<file path="config.mk">
export PLATFORM = sky130hd
export DESIGN_NAME = fifo_wr_packer
export DESIGN_NICKNAME = d
export VERILOG_FILES = /design/src/rtl/fifo_wr_pkg.sv /design/src/rtl/fifo_wr_hold.sv /design/src/rtl/fifo_wr_packer.sv
export SDC_FILE = /design/constraint.sdc
export NUM_CORES = 1
export LEC_CHECK = 0
export ABC_AREA = 1
export BUFFER_PORTS_ARGS = -buffer_cell sky130_fd_sc_hd__buf_4
export CORE_MARGIN = 10
export CORE_UTILIZATION = 51
export CTS_CLUSTER_DIAMETER = 80
export DETAILED_ROUTE_END_ITERATION = 8
export PLACE_DENSITY_LB_ADDON = 0.15
export REMOVE_ABC_BUFFERS = 1
export SYNTH_ARGS = -nofsm -noshare
export SYNTH_HDL_FRONTEND = slang
export SYNTH_SLANG_ARGS = --single-unit
</file>
<file path="constraint.sdc">
create_clock -name wclk -period 2 [get_ports wclk]
set_input_delay 0.6 -clock wclk [delete_from_list [all_inputs] [get_ports wclk]]
set_output_delay 0.6 -clock wclk [all_outputs]
set_load 0.005 [all_outputs]
</file>
<file path="src/rtl/fifo_wr_pkg.sv">
// Shared constants and helpers for the async-FIFO write-side packer.
package fifo_wr_pkg;

  // Width of the per-frame word counter and the frm_words report.
  localparam int FRM_CNT_W = 16;

  // Ceiling log2, minimum result 1, used to size the lane index.
  function automatic int clog2(input int n);
    int r;
    r = 1;
    for (int i = 1; i < 31; i++) begin
      if ((1 << i) < n) r = i + 1;
    end
    return r;
  endfunction

endpackage

</file>
<file path="src/rtl/fifo_wr_hold.sv">
// One-entry holding register between the lane packer and the FIFO write port.
module fifo_wr_hold #(
  parameter int DW = 32
) (
  input  logic          wclk,
  input  logic          rst_n,
  input  logic [DW-1:0] data_in,
  input  logic          last_in,
  input  logic          load,
  input  logic          w_full,
  output logic          hold_v,
  output logic [DW-1:0] hold_data,
  output logic          hold_last,
  output logic          w_en
);

  assign w_en = hold_v & ~w_full;

  // A load wins over a drain in the same cycle so the entry stays occupied.
  always_ff @(posedge wclk) begin
    if (!rst_n) begin
      hold_v    <= 1'b0;
      hold_data <= '0;
      hold_last <= 1'b0;
    end else if (load) begin
      hold_v    <= 1'b1;
      hold_data <= data_in;
      hold_last <= last_in;
    end else if (w_en) begin
      hold_v    <= 1'b0;
    end
  end

endmodule

</file>
<file path="src/rtl/fifo_wr_packer.sv">
// Packs RATIO narrow beats into one FIFO word, pads partial words at frame
// end, drives the FIFO write port and reports per-frame word counts.
module fifo_wr_packer
  import fifo_wr_pkg::*;
#(
  parameter int            IW       = 8,
  parameter int            RATIO    = 4,
  parameter int            ASIZE    = 5,
  parameter int            AFULL_TH = (1 << ASIZE) - 4,
  parameter logic [IW-1:0] PAD      = '0
) (
  input  logic                 wclk,
  input  logic                 rst_n,
  input  logic [IW-1:0]        s_data,
  input  logic                 s_valid,
  input  logic                 s_last,
  output logic                 s_ready,
  output logic [IW*RATIO-1:0]  wdata,
  output logic                 w_en,
  input  logic                 w_full,
  input  logic [ASIZE-1:0]     wuse,
  output logic                 afull,
  output logic                 frm_done,
  output logic [FRM_CNT_W-1:0] frm_words
);

  localparam int                DW        = IW * RATIO;
  localparam int                LW        = clog2(RATIO);
  localparam logic [LW-1:0]     LAST_LANE = LW'(RATIO - 1);
  localparam logic [ASIZE:0]    AFULL_LVL = (ASIZE + 1)'(AFULL_TH);

  // Saturating increment for the frame word counter.
  function automatic logic [FRM_CNT_W-1:0] sat_inc(input logic [FRM_CNT_W-1:0] v);
    return (&v) ? v : v + 1'b1;
  endfunction

  logic [LW-1:0]          lane_p0;
  logic [(RATIO-1)*IW-1:0] acc_p0;
  logic [DW-1:0]          word_p0;
  logic                   accept_p0;
  logic                   word_done_p0;
  logic                   hold_v;
  logic                   hold_last;
  logic [FRM_CNT_W-1:0]   word_cnt;

  assign s_ready      = ~hold_v | ~w_full;
  assign accept_p0    = s_valid & s_ready;
  assign word_done_p0 = accept_p0 & ((lane_p0 == LAST_LANE) | s_last);

  // Assemble the outgoing word: stored lanes below, current beat, PAD above.
  always_comb begin
    word_p0 = {RATIO{PAD}};
    for (int i = 0; i < RATIO - 1; i++) begin
      if (LW'(i) < lane_p0) word_p0[i*IW +: IW] = acc_p0[i*IW +: IW];
    end
    word_p0[lane_p0*IW +: IW] = s_data;
  end

  // Lane index and accumulator; a completed word restarts at lane 0.
  always_ff @(posedge wclk) begin
    if (!rst_n) begin
      lane_p0 <= '0;
      acc_p0  <= '0;
    end else if (word_done_p0) begin
      lane_p0 <= '0;
    end else if (accept_p0) begin
      acc_p0[lane_p0*IW +: IW] <= s_data;
      lane_p0                  <= lane_p0 + 1'b1;
    end
  end

  // ---- stage p0 -> p1: completed word enters the holding register ----
  fifo_wr_hold #(
    .DW(DW)
  ) u_hold (
    .wclk      (wclk),
    .rst_n     (rst_n),
    .data_in   (word_p0),
    .last_in   (s_last),
    .load      (word_done_p0),
    .w_full    (w_full),
    .hold_v    (hold_v),
    .hold_data (wdata),
    .hold_last (hold_last),
    .w_en      (w_en)
  );

  // Count words written in the current frame and report on its last word.
  always_ff @(posedge wclk) begin
    if (!rst_n) begin
      word_cnt  <= '0;
      frm_done  <= 1'b0;
      frm_words <= '0;
    end else begin
      frm_done <= 1'b0;
      if (w_en) begin
        if (hold_last) begin
          frm_done  <= 1'b1;
          frm_words <= sat_inc(word_cnt);
          word_cnt  <= '0;
        end else begin
          word_cnt  <= sat_inc(word_cnt);
        end
      end
    end
  end

  // Advisory almost-full flag, registered from the FIFO fill level.
  always_ff @(posedge wclk) begin
    if (!rst_n) afull <= 1'b0;
    else        afull <= ({1'b0, wuse} >= AFULL_LVL);
  end

endmodule

</file>
Yosys cells after proc, flatten, opt, wreduce, memory -nomap -nowiden
Cells that the tools add are included.
{"block": "op_classes", "addsub": 3, "mul": 0, "n_div": 0, "order_cmp": 4, "eq_ne": 1, "shifts": 4, "n_mux": 10, "bitwise_logic": 9, "reduce_logical": 6}
{"operator": "negation 5 -> 34 bit", "n": 1}
{"operator": "variable shift 8 x 34 -> 24 bit (first input constant)", "n": 1}
{"operator": "variable shift 8 x 34 -> 32 bit (first input constant)", "n": 1}
{"operator": "variable part select 8 x 34 -> 24 bit", "n": 1}
{"operator": "variable part select 8 x 34 -> 32 bit", "n": 1}
{"operator": "bitwise mux 32 bit", "n": 1}
{"operator": "2-to-1 mux 16 bit", "n": 2}
{"operator": "bitwise mux 24 bit", "n": 1}
{"operator": "2-to-1 mux 8 bit", "n": 3}
{"operator": "adder 16 x 1 -> 16 bit (second input constant)", "n": 1}
{"operator": "AND reduction 16 bit", "n": 1}
{"operator": "AND reduction 2 bit", "n": 3}
{"operator": "greater-or-equal comparator 5 bit (second input constant)", "n": 1}
{"operator": "< comparator 1 x 2 -> 1 bit (first input constant)", "n": 2}
{"operator": "NOT 1 bit", "n": 4}
{"operator": "bitwise AND 1 bit", "n": 3}
{"operator": "2-to-1 mux 1 bit", "n": 3}
{"operator": "adder 2 x 1 -> 2 bit (second input constant)", "n": 1}
{"operator": "== test 2 bit (second input constant)", "n": 1}
{"operator": "< comparator 2 bit (first input constant)", "n": 1}
{"operator": "bitwise OR 1 bit", "n": 2}
{"operator": "nonzero test 2 bit", "n": 1}
{"operator": "OR reduction 2 bit", "n": 1}
{"block": "totals", "regBits": 94, "latchBits": 0, "ram_bits": 0, "romBits": 0, "input_bits": 18, "out_inout_bits": 52, "word_cells": 46, "memories": 0}

Depth between registers and ports, before layout
{"block": "depth", "ltp_word": 6, "ltp_mapped": 10, "mapped_depth_nobuf": 10}

By module
A second synthesis with hierarchy kept.
{"block": "hier_totals", "cells_unflattened": 724, "area_unflattened_um2": 4767.1}
{"mod": "fifo_wr_packer", "n_inst": 1, "cells_each": 509, "area_per_inst_um2": 3379.5, "seq_area_each_um2": 1201.2}
{"mod": "fifo_wr_hold", "n_inst": 1, "cells_each": 215, "area_per_inst_um2": 1387.6, "seq_area_each_um2": 680.7}

Least setup slack after synthesis
OpenSTA, ideal clock, no wires.
{"block": "synth_timing", "path_kind": "flip-flop to flip-flop", "from": "register lane_p0[1]", "to": "register u_hold.hold_data[9]", "setup_ps": 70, "arrival_time_ps": 1786, "t_required_ps": 1930, "setup_slack_ps": 144, "stages_incl_launch_ff": 9, "n_path_buf": 1, "period_less_slack_ps": 1856, "path_cell_list": "dfxtp_1 clkbuf_1 inv_1 ha_1 nand2_2 or2_2 o21ai_0 nand2_1 a21oi_1"}
{"block": "synth_via", "elab_chain_len": 3, "word_cells_on_any_way": 9, "classes_between": "1 x add/sub; 1 x order compare; 1 x eq/ne; 2 x shift; 2 x mux; 2 x bitwise"}
{"element": "from (decl)", "line": "fifo_wr_packer.sv:37", "source": "logic [LW-1:0] lane_p0;"}
{"element": "from (signal assigned)", "line": "fifo_wr_packer.sv:68", "source": "lane_p0 <= lane_p0 + 1'b1;"}
{"element": "negation 5 -> 34 bit, or another cell as far along", "line": "fifo_wr_packer.sv:56", "source": "word_p0[lane_p0*IW +: IW] = s_data;"}
{"element": "variable part select 8 x 34 -> 32 bit, or another cell as far along", "line": "fifo_wr_packer.sv:56"}
{"element": "bitwise mux 32 bit / bitwise AND 1 bit (equally long branches)", "line": "fifo_wr_packer.sv:56, fifo_wr_packer.sv:48"}
{"element": "to (signal assigned)", "line": "fifo_wr_hold.sv:27", "source": "hold_data <= data_in;"}
{"element": "to (decl)", "line": "fifo_wr_hold.sv:12", "source": "output logic [DW-1:0] hold_data,"}
Parallel ways exist; a longest one is shown, timed or not.
A chain may end at the register's enable or synchronous reset.

Final worst setup path
Same ends and word-level chain as after synthesis.

==> impl_metrics.tcl <==
set metrics [dict create \
    grt_usage 0.164 \
    fin_cells 768 \
    drc_errors 0 \
    ys.flop_type "dfxtp_1" \
    synth_cell_type_count 30 \
    drv_cap 0 \
    rsz0062_at_grt "false" \
    cp_max_fo 9 \
    synthAdderAreaFrac 0.0203 \
    setup_viol_count_final 0 \
    cts_buffers 9 \
    drt_wl_total_um 10900 \
    rrSetupSlack_ps 140 \
    worst_pin_slew_ps 490 \
    worstSkewPairLatency_ps 360 \
    power_leakage_nw 2.07 \
    synth-seq-area-share 0.437 \
    nNetsFinal 683 \
    tns_ps 0 \
    via_per_inst 5.33 \
    cts_tree "yes" \
    skew_ps 12.9 \
    gp_congestion 0.872 \
    start_util 0.524 \
    hold_viol 0 \
    cp-end-kind "flop" \
    start_kind "flop" \
    synth-edff-count 0 \
    antenna_found_initial 0 \
    io_buffers 67 \
    r2r-end "u_hold.hold_data[9]" \
    synth_area_per_cell_um2 7.23 \
    dr_wl_met2_um 4840 \
    n_antenna_cell 0 \
    cts_hold_buf 0 \
    yosys.area_share.simple 0.274 \
    critPathArrivalTime_ps 2160 \
    highest_layer "met4" \
    coreArea_um2 8220 \
    ys_top_cells_by_area "dfxtp_1, nand2_1, a21oi_1, nand3_1, o21ai_0" \
    vias 4096 \
    dp.cells 752 \
    min_period_over_period 0.932 \
    yosysWarnings 0 \
    hold_path_end "acc_p0[23]" \
    drt_iter0_drc 247 \
    globalRouteOverflowTotal 0 \
    power_density_nw_per_um2 721 \
    power_mw 3.71 \
    io_pins 70 \
    required_ps 2300 \
    worstHoldPathType "reg2reg" \
    synth_top_family_by_area "simple AND/OR/NAND/NOR gates" \
    clockBufferDepth 2 \
    grt_pass1_vias 3870 \
    dr.pass1.iters 5 \
    die_w_um 112 \
    rows 33 \
    syn_area_um2 4310 \
    relSlewSlack 0.673 \
    synth_cells 596 \
    cts-resized-gates 0 \
    grt_pass1_wl_um 17800 \
    htree_num_levels 3 \
    critPathKind "reg2reg" \
    slew_violations 0 \
    yosys-top-cells-count "nand2_1, dfxtp_1, a21oi_1" \
    wl_met1_um 5210 \
    status "finished, final reports clean" \
    max_freq_mhz 536 \
    synthToLayoutAreaGrowth_pct 19.3 \
    die_h_um 112 \
    drive_above_1_share 0.187 \
    setup.worst_path.start "lane_p0[1]" \
    synth_xor_area_frac 0.0102 \
    ys_seq_elements 94 \
    postCtsSetupBuffers 0 \
    hold_start "acc_p0[23]" \
    muxShareOfSynthArea 0 \
    root_buffer "clkbuf_8" \
    dpl.hpwl_um 7660 \
    met3_length_um 731 \
    synth_top_area_frac 0.437 \
    fillCellCount 762 \
    synth_compound_area_frac 0.180 \
    r2r_start "lane_p0[1]" \
    worstHoldPathCells 2 \
    post_drt_wl_per_cell_um 14.1 \
    drt.antenna.violating_nets 0 \
    grt_max_degree 40 \
    worst-r2r-cell-count 7 \
    synth_most_common_cell "nand2_1" \
    yosysTopAreaCell "dfxtp_1" \
    fin_crit_ps 1860 \
    synthArstFlopShare 0 \
    ir_worst_vdd_uv 392 \
    clk_pin_slew_worst_paths_ps 100 \
    dieArea_um2 12500 \
    cts.sinks 94 \
]
routing by layer:
metal | vias up | track usage
li1 | 2090 | -
met1 | 1880 | 0.215
met2 | 118 | 0.259
met3 | 8 | 0.0472
met4 | 0 | 0.0386
met5 | - | 0
cells in the final DEF, fill, tap and decap left out, drive strengths merged, types with 4 or more instances in the layout:
master	instances
a21oi	77
buf	83
clkbuf	9
dfxtp	94
ha	7
inv	50
nand2	113
nand3	62
nand4	12
nor2	68
o21ai	58
o21bai	7
or2	8
xor2	4
per-stage QoR:
step	util	cell area [µm²]	hold WS, ps	setup slack, ps
detailed placement	0.596	4900	446	42.7
global route	0.625	5140	475	47.4
finish	0.625	5140	462	136
global placement	0.596	4900	433	113
CTS	0.624	5130	459	32.4
floorplan	-	4150	424	-105
cell families after synthesis:
family                   Yosys count
flip-flops                        94
AO/OA/AOI/OAI                    147
AND/OR/NAND/NOR                  264
XOR/XNOR                           5
adder cells (fa/ha/maj)            7
buffers and inverters             79
power breakdown:
group          leakage [nW]  total, mW  internal [mW]  switching, mW
clock                 0.112       1.43          0.724          0.711
combinational          1.20      0.349          0.118          0.231
sequential            0.760       1.92           1.90         0.0183
worst max-delay path, cell delays in order, from the launching register on:
cell and delay (ps):
dfxtp_2 390, inv_1 120, ha_2 420, nand2_2 170, or2_2 340, o21ai_0 170, nand2_1 70, a21oi_1 130
area by class of cell:
type	count	area, µm²	area share
Multi-Input combinational cell	423	2100	0.408
Sequential cell	94	1880	0.366
Timing Repair Buffer	83	623	0.121
Inverter	47	176	0.0343
Tap cell	105	131	0.0256
Clock buffer	9	124	0.0241
Clock inverter	7	105	0.0205
registers in the layout (all words and copies together) (netlist names):
register          count
u_hold.hold_last      1
afull                 1
word_cnt             16
u_hold.hold_v         1
u_hold.hold_data     32
frm_done              1
frm_words            16
acc_p0               24
lane_p0               2
worst max-delay path by stage:
| stage | slack [ps] | end |
|---|---|---|
| finish | 140 | u_hold.hold_data[9] |
| global route | 50 | u_hold.hold_data[9] |
| CTS | 30 | u_hold.hold_data[18] |
| detailed placement | 40 | u_hold.hold_data[20] |
| global placement | 110 | u_hold.hold_data[17] |
| floorplan | -110 | u_hold.hold_data[9] |
(Power assumes the default switching activity.)
